**src/rtl/ps2_arrow_decoder.sv**
```systemverilog
// Synchronizes the PS/2 receiver history word, waits for it to settle, and decodes arrow-key make/break events.
// Optional build macro PS2_WASD_EN aliases plain W/S/A/D codes onto the arrow bits.
module ps2_arrow_decoder #(
   parameter int unsigned STABLE_CYCLES = 4
) (
   input  logic        clk,
   input  logic        rst,
   input  logic [31:0] keycode_in,
   output logic [3:0]  key_held,
   output logic [3:0]  key_press,
   output logic [3:0]  key_release,
   output logic        word_valid
);

   localparam int unsigned WORD_W = 32;
   localparam int unsigned CNT_W  = 8;
   localparam logic [7:0]  PFX_EXT = 8'hE0;
   localparam logic [7:0]  PFX_BRK = 8'hF0;

   typedef enum logic [1:0] {IDLE, SETTLE, DECODE} state_t;

   state_t              state;
   logic [WORD_W-1:0]   sync1, sync_q, prev_q, last_acc, word;
   logic [CNT_W-1:0]    cnt;

   logic [7:0] b0, b1, b2;
   logic       is_ext, is_brk, is_pfx;
   logic [3:0] ev_mask;

   // Extended codes map to one-hot {right, left, down, up}.
   function automatic logic [3:0] ext_map(input logic [7:0] code);
      case (code)
         8'h75:   ext_map = 4'b0001;
         8'h72:   ext_map = 4'b0010;
         8'h6B:   ext_map = 4'b0100;
         8'h74:   ext_map = 4'b1000;
         default: ext_map = 4'b0000;
      endcase
   endfunction

`ifdef PS2_WASD_EN
   function automatic logic [3:0] plain_map(input logic [7:0] code);
      case (code)
         8'h1D:   plain_map = 4'b0001;
         8'h1B:   plain_map = 4'b0010;
         8'h1C:   plain_map = 4'b0100;
         8'h23:   plain_map = 4'b1000;
         default: plain_map = 4'b0000;
      endcase
   endfunction
`endif

   assign b0 = word[7:0];
   assign b1 = word[15:8];
   assign b2 = word[23:16];

   // Classify the latched word into at most one key event.
   always_comb begin
      is_ext  = 1'b0;
      is_brk  = 1'b0;
      ev_mask = 4'b0000;
      is_pfx  = (b0 == PFX_EXT) || (b0 == PFX_BRK);
      if (b1 == PFX_BRK && b2 == PFX_EXT) begin
         is_ext = 1'b1;
         is_brk = 1'b1;
      end else if (b1 == PFX_EXT) begin
         is_ext = 1'b1;
      end else if (b1 == PFX_BRK) begin
         is_brk = 1'b1;
      end
      if (!is_pfx) begin
         if (is_ext) begin
            ev_mask = ext_map(b0);
         end else begin
`ifdef PS2_WASD_EN
            ev_mask = plain_map(b0);
`else
            ev_mask = 4'b0000;
`endif
         end
      end
   end

   always_ff @(posedge clk or posedge rst) begin
      if (rst) begin
         sync1       <= '0;
         sync_q      <= '0;
         prev_q      <= '0;
         last_acc    <= '0;
         word        <= '0;
         cnt         <= '0;
         state       <= IDLE;
         key_held    <= '0;
         key_press   <= '0;
         key_release <= '0;
         word_valid  <= 1'b0;
      end else begin
         sync1       <= keycode_in;
         sync_q      <= sync1;
         prev_q      <= sync_q;
         key_press   <= '0;
         key_release <= '0;
         word_valid  <= 1'b0;
         case (state)
            IDLE: begin
               if (sync_q != last_acc) begin
                  cnt   <= CNT_W'(1);
                  state <= SETTLE;
               end
            end
            SETTLE: begin
               if (sync_q != prev_q) begin
                  cnt <= CNT_W'(1);
               end else if (sync_q == last_acc) begin
                  state <= IDLE;
               end else if (cnt == CNT_W'(STABLE_CYCLES)) begin
                  word  <= sync_q;
                  state <= DECODE;
               end else if (cnt != {CNT_W{1'b1}}) begin
                  cnt <= cnt + CNT_W'(1);
               end
            end
            DECODE: begin
               last_acc   <= word;
               word_valid <= 1'b1;
               state      <= IDLE;
               // Make only on a released key, break only on a held key.
               if (is_brk) begin
                  if ((key_held & ev_mask) != 4'b0000) begin
                     key_held    <= key_held & ~ev_mask;
                     key_release <= ev_mask;
                  end
               end else if (ev_mask != 4'b0000 && (key_held & ev_mask) == 4'b0000) begin
                  key_held  <= key_held | ev_mask;
                  key_press <= ev_mask;
               end
            end
            default: state <= IDLE;
         endcase
      end
   end

endmodule

```
**config.mk**
```make
export PLATFORM = sky130hd
export DESIGN_NAME = ps2_arrow_decoder
export DESIGN_NICKNAME = d
export VERILOG_FILES = /design/src/rtl/ps2_arrow_decoder.sv
export SDC_FILE = /design/constraint.sdc
export NUM_CORES = 1
export LEC_CHECK = 0
export ABC_AREA = 1
export CAP_MARGIN = 20
export CORE_AREA = 2 2 110 192
export CTS_BUF_LIST = sky130_fd_sc_hd__clkbuf_2 sky130_fd_sc_hd__clkbuf_4 sky130_fd_sc_hd__clkbuf_8
export CTS_CLUSTER_DIAMETER = 200
export CTS_CLUSTER_SIZE = 8
export DETAILED_ROUTE_END_ITERATION = 12
export DIE_AREA = 0 0 112 194
export DONT_BUFFER_PORTS = 1
export HOLD_SLACK_MARGIN = 0.02
export SLEW_MARGIN = 5
export SYNTH_ARGS = -nofsm -noshare
export SYNTH_HDL_FRONTEND = slang
export SYNTH_SLANG_ARGS = --single-unit
```
**constraint.sdc**
```tcl
create_clock -name clk -period 5.4 [get_ports clk]
set_input_delay 0.54 -clock clk [delete_from_list [all_inputs] [get_ports clk]]
set_output_delay 0.54 -clock clk [all_outputs]
set_load 0.01 [all_outputs]
```
==> PnR_summary.wiki <==
{| class="wikitable"
! Metric !! Value
|-
| Layout-stage area growth over the synthesis result || 9.091%
|-
| Total placed instance area || 7261 sq um
|-
| Depth of the CTS H-tree || 4
|-
| Max Clock Freq || 395.6 MHz
|-
| Startpoint types || flop
|-
| Sequential area share after synthesis || 65.50%
|-
| Critical R2R Launch || sync_q[14]
|-
| 1st-iter DRT viols || 176
|-
| Setup Total Neg Slack || 0 ns
|-
| Worst max-slew margin expressed relative to the limit || 35.24%
|-
| Fill cell instance count of the final layout || 2,003
|-
| Mean area per synthesized cell || 10.22 sq um
|-
| Routability cong. || 0.8089
|-
| Final Instance Count excl. Fillers || 953
|-
| Crit path max fanout || 44
|-
| Area of the die || 21,730 sq um
|-
| Post-CTS repair timing setup buffer count || 0
|-
| Clock Sinks || 183
|-
| Post-synthesis async set-or-reset flop share || 100.0%
|-
| Row cnt || 69
|-
| Initial core utilization || 34.61%
|-
| Unique masters post-synth || 27
|-
| Number of placed instances with taps included || 921
|-
| Gate Count Post-Synth || 684
|-
| Worst setup skew after layout || 0.01570 ns
|-
| Antenna fix cells || 0
|-
| Via-per-instance ratio || 4.453
|-
| Hold Fails Final Rpt || 0
|-
| Final total power || 2.369 mW
|-
| Worst EP arrival || 2.94 ns
|-
| Endpoint, Worst Hold || sync1[31]
|-
| Data required time of the worst path || 5.81 ns
|-
| Worst slack on hold paths || 0.08294 ns
|-
| Die span in y || 194 microns
|-
| Number of enable-type register cells in the synthesized netlist || 0
|-
| Start-to-end type of the worst setup path || reg2reg
|-
| First-pass GRT wire length || 21,240 microns
|-
| Number of cells on the worst reg-to-reg path || 11
|-
| Ratio of final minimum period to clock period || 46.81%
|-
| Clock-pin slew on the worst setup and hold paths || 0.10 ns
|-
| Total wire length after detailed routing || 12,410 microns
|-
| Worst Hold Class || in2reg
|-
| First drt pass iteration count || 4
|-
| Root buffer cell || sky130_fd_sc_hd__clkbuf_8
|-
| Vias in the first global route || 4,323
|-
| Worst vdd ir || 0.2055 mV
|-
| Detailed placer's ending HPWL || 8166 microns
|-
| Main flop type after synthesis || sky130_fd_sc_hd__dfrtp_1
|-
| Final net count || 728
|-
| R2R Path End || word[16]
|-
| Worst hold path cell count || 0
|-
| Width of the die || 112 microns
|-
| Number of nets with antenna violations after detailed routing || 0
|-
| Post-route minimum period || 2.528 ns
|-
| Clock latency of the later-clocked register in the worst-skew pair || 0.48 ns
|-
| Most area-hungry cell type in the Yosys netlist || sky130_fd_sc_hd__dfrtp_1
|-
| Area of all placed cells without fillers || 7627 sq um
|-
| Via count of the routed design || 4,244
|-
| Setup WS pre-CTS || 2.796 ns
|-
| Number of gates resized after cts || 0
|-
| Remaining design rule violation count || 0
|-
| Clock tree from TritonCTS || yes
|-
| Sum of overflow across all layers after global routing || 0
|-
| Most used standard cells in the synthesized netlist || sky130_fd_sc_hd__nand2_1 (247), sky130_fd_sc_hd__dfrtp_1 (183), sky130_fd_sc_hd__inv_1 (52)
|-
| Max-slew violations || 0
|-
| Post-synthesis register bit count || 183
|-
| Number of antenna violations at the first check in global routing || 0
|-
| Post-Synthesis Cell Area || 6992 sq um
|-
| Number of buffers inserted by port buffering || 0
|-
| Crit end category || flop
|-
| Routed wire per std cell || 13.02 microns
|-
| Cell with the most instances after synthesis || sky130_fd_sc_hd__nand2_1
|-
| Top-Level Pins || 47
|-
| Syn. warnings || 0
|-
| Unrepaired setup endpoints after global routing || false
|-
| Clock Tree Buf Depth || 2
|-
| Worst R2R Setup Slack || 2.87 ns
|-
| Startpoint of the tightest hold check path || keycode_in[31]
|-
| Layout Utilization || 37.76%
|-
| Reported max-cap violation count || 0
|-
| Result of the run || complete, no violations
|-
| Setup Viol. Count Final || 0
|-
| Largest net degree at the start of global routing || 184
|-
| Leakage Power || 3.583 nW
|-
| Total core area || 20,200 sq um
|-
| Clock buffer count from CTS || 17
|-
| Area share of the largest cell type after synthesis || 65.50%
|-
| Pwr Density || 310.7 nW/um^2
|-
| Most area-consuming cells after synthesis || sky130_fd_sc_hd__dfrtp_1 (65%), sky130_fd_sc_hd__nand2_1 (13%), sky130_fd_sc_hd__xnor2_1 (6.4%)
|-
| Worst-Margin Slew || 0.9713 ns
|-
| Worst-case setup margin in the final layout || 2.872 ns
|-
| Hold-fix buffers at CTS || 0
|-
| Fraction of final layout cells with drive strength greater than 1 || 7.092%
|-
| Nets in the synthesized netlist || 720
|-
| All-layer global routing usage || 12.48%
|}
## sequential cells by signal (all words and copies together), names as in the netlist, 4 cells and up, named ones only
register     cells
prev_q          32
key_press        4
cnt              8
sync_q          32
key_release      4
word            32
last_acc        32
sync1           32
## worst max-delay path, cell delays in order (launching register included)
cell and delay, ns:
sky130_fd_sc_hd__dfrtp_1 0.46, sky130_fd_sc_hd__xnor2_1 0.17, sky130_fd_sc_hd__nand2_1 0.07, sky130_fd_sc_hd__nor2_1 0.13, sky130_fd_sc_hd__nand2_1 0.14, sky130_fd_sc_hd__nor2_4 0.17
sky130_fd_sc_hd__nand2_4 0.10, sky130_fd_sc_hd__nor2_4 0.12, sky130_fd_sc_hd__nand3_4 0.41, sky130_fd_sc_hd__inv_2 0.52, sky130_fd_sc_hd__nand2_1 0.10, sky130_fd_sc_hd__nand2_1 0.07
## report_power, final
group	total, mW	internal (mW)	leakage (nW)	switching, mW
logic	0.0731	0.0276	1.07	0.0455
registers	1.43	1.41	2.32	0.0258
clock network	0.865	0.338	0.185	0.527
## layout make-up
class / count / area (sq um) / share of cell area (%)
clock inverter: 15 / 132.6 / 1.739
timing repair buffer: 1 / 20.02 / 0.2625
clock buffer: 17 / 234.0 / 3.068
tap: 248 / 310.3 / 4.068
multi-input combinational: 432 / 2133 / 27.97
inverter: 57 / 217.7 / 2.854
sequential: 183 / 4579 / 60.04
## cells by family (layout without fill, tap and decap cells)
family	Yosys count	after routing	synth area share [%]
compound gates	35	35	2.505
buf+inv	69	90	3.991
simple gates	339	339	20.63
fa+ha+maj	2	2	0.3579
flops	183	183	65.50
xor+xnor	56	56	7.015
## placed cells by master, fill, tap and decap left out
cell type,netlist,final
sky130_fd_sc_hd__nand2_1,247,247
sky130_fd_sc_hd__dfrtp_1,183,183
sky130_fd_sc_hd__inv_1,52,51
sky130_fd_sc_hd__xnor2_1,51,51
sky130_fd_sc_hd__nor2_1,32,32
sky130_fd_sc_hd__nand3_1,21,21
sky130_fd_sc_hd__o21ai_0,19,19
sky130_fd_sc_hd__clkbuf_8,0,17
sky130_fd_sc_hd__nor3_1,14,14
sky130_fd_sc_hd__o21ai_1,11,11
sky130_fd_sc_hd__nand4_1,8,8
sky130_fd_sc_hd__inv_6,0,7
sky130_fd_sc_hd__inv_2,5,5
sky130_fd_sc_hd__a21oi_1,5,5
sky130_fd_sc_hd__xor2_1,5,5
sky130_fd_sc_hd__nor2_4,4,4
sky130_fd_sc_hd__nand3b_1,4,4
sky130_fd_sc_hd__clkinvlp_4,0,3
sky130_fd_sc_hd__inv_8,0,3
sky130_fd_sc_hd__nand2_4,2,2
sky130_fd_sc_hd__ha_1,2,2
sky130_fd_sc_hd__clkinv_4,0,2
sky130_fd_sc_hd__or2_1,1,1
sky130_fd_sc_hd__nand3_2,1,1
sky130_fd_sc_hd__nand2_2,1,1
sky130_fd_sc_hd__nor2_2,1,1
sky130_fd_sc_hd__or3_1,1,1
sky130_fd_sc_hd__nand3b_4,1,1
sky130_fd_sc_hd__nand3_4,1,1
sky130_fd_sc_hd__clkinv_2,0,1
sky130_fd_sc_hd__buf_12,0,1
## metal layers
metal  GRT usage [%]  routed length, microns  share of wire, %
met4           6.278                     392               3.2
met1           13.79                    5068                41
met5               0                       0                 0
met2           22.20                    6616                53
met3           2.938                     333               2.7
## how the worst max path moves through the flow
| stage | end | start | cells past startpoint | slack, ns |
|---|---|---|---|---|
| after global placement | word[10] | sync_q[12] | 11 | 2.85 |
| final | word[16] | sync_q[14] | 11 | 2.87 |
| after floorplan | asynchronous set/reset pin | rst | 1 | 2.51 |
| after CTS | word[30] | sync_q[12] | 11 | 2.77 |
| after global routing | word[16] | sync_q[24] | 11 | 2.52 |
| after detailed placement | word[10] | sync_q[12] | 11 | 2.80 |
No activity file was read; power rests on OpenSTA's default activity.
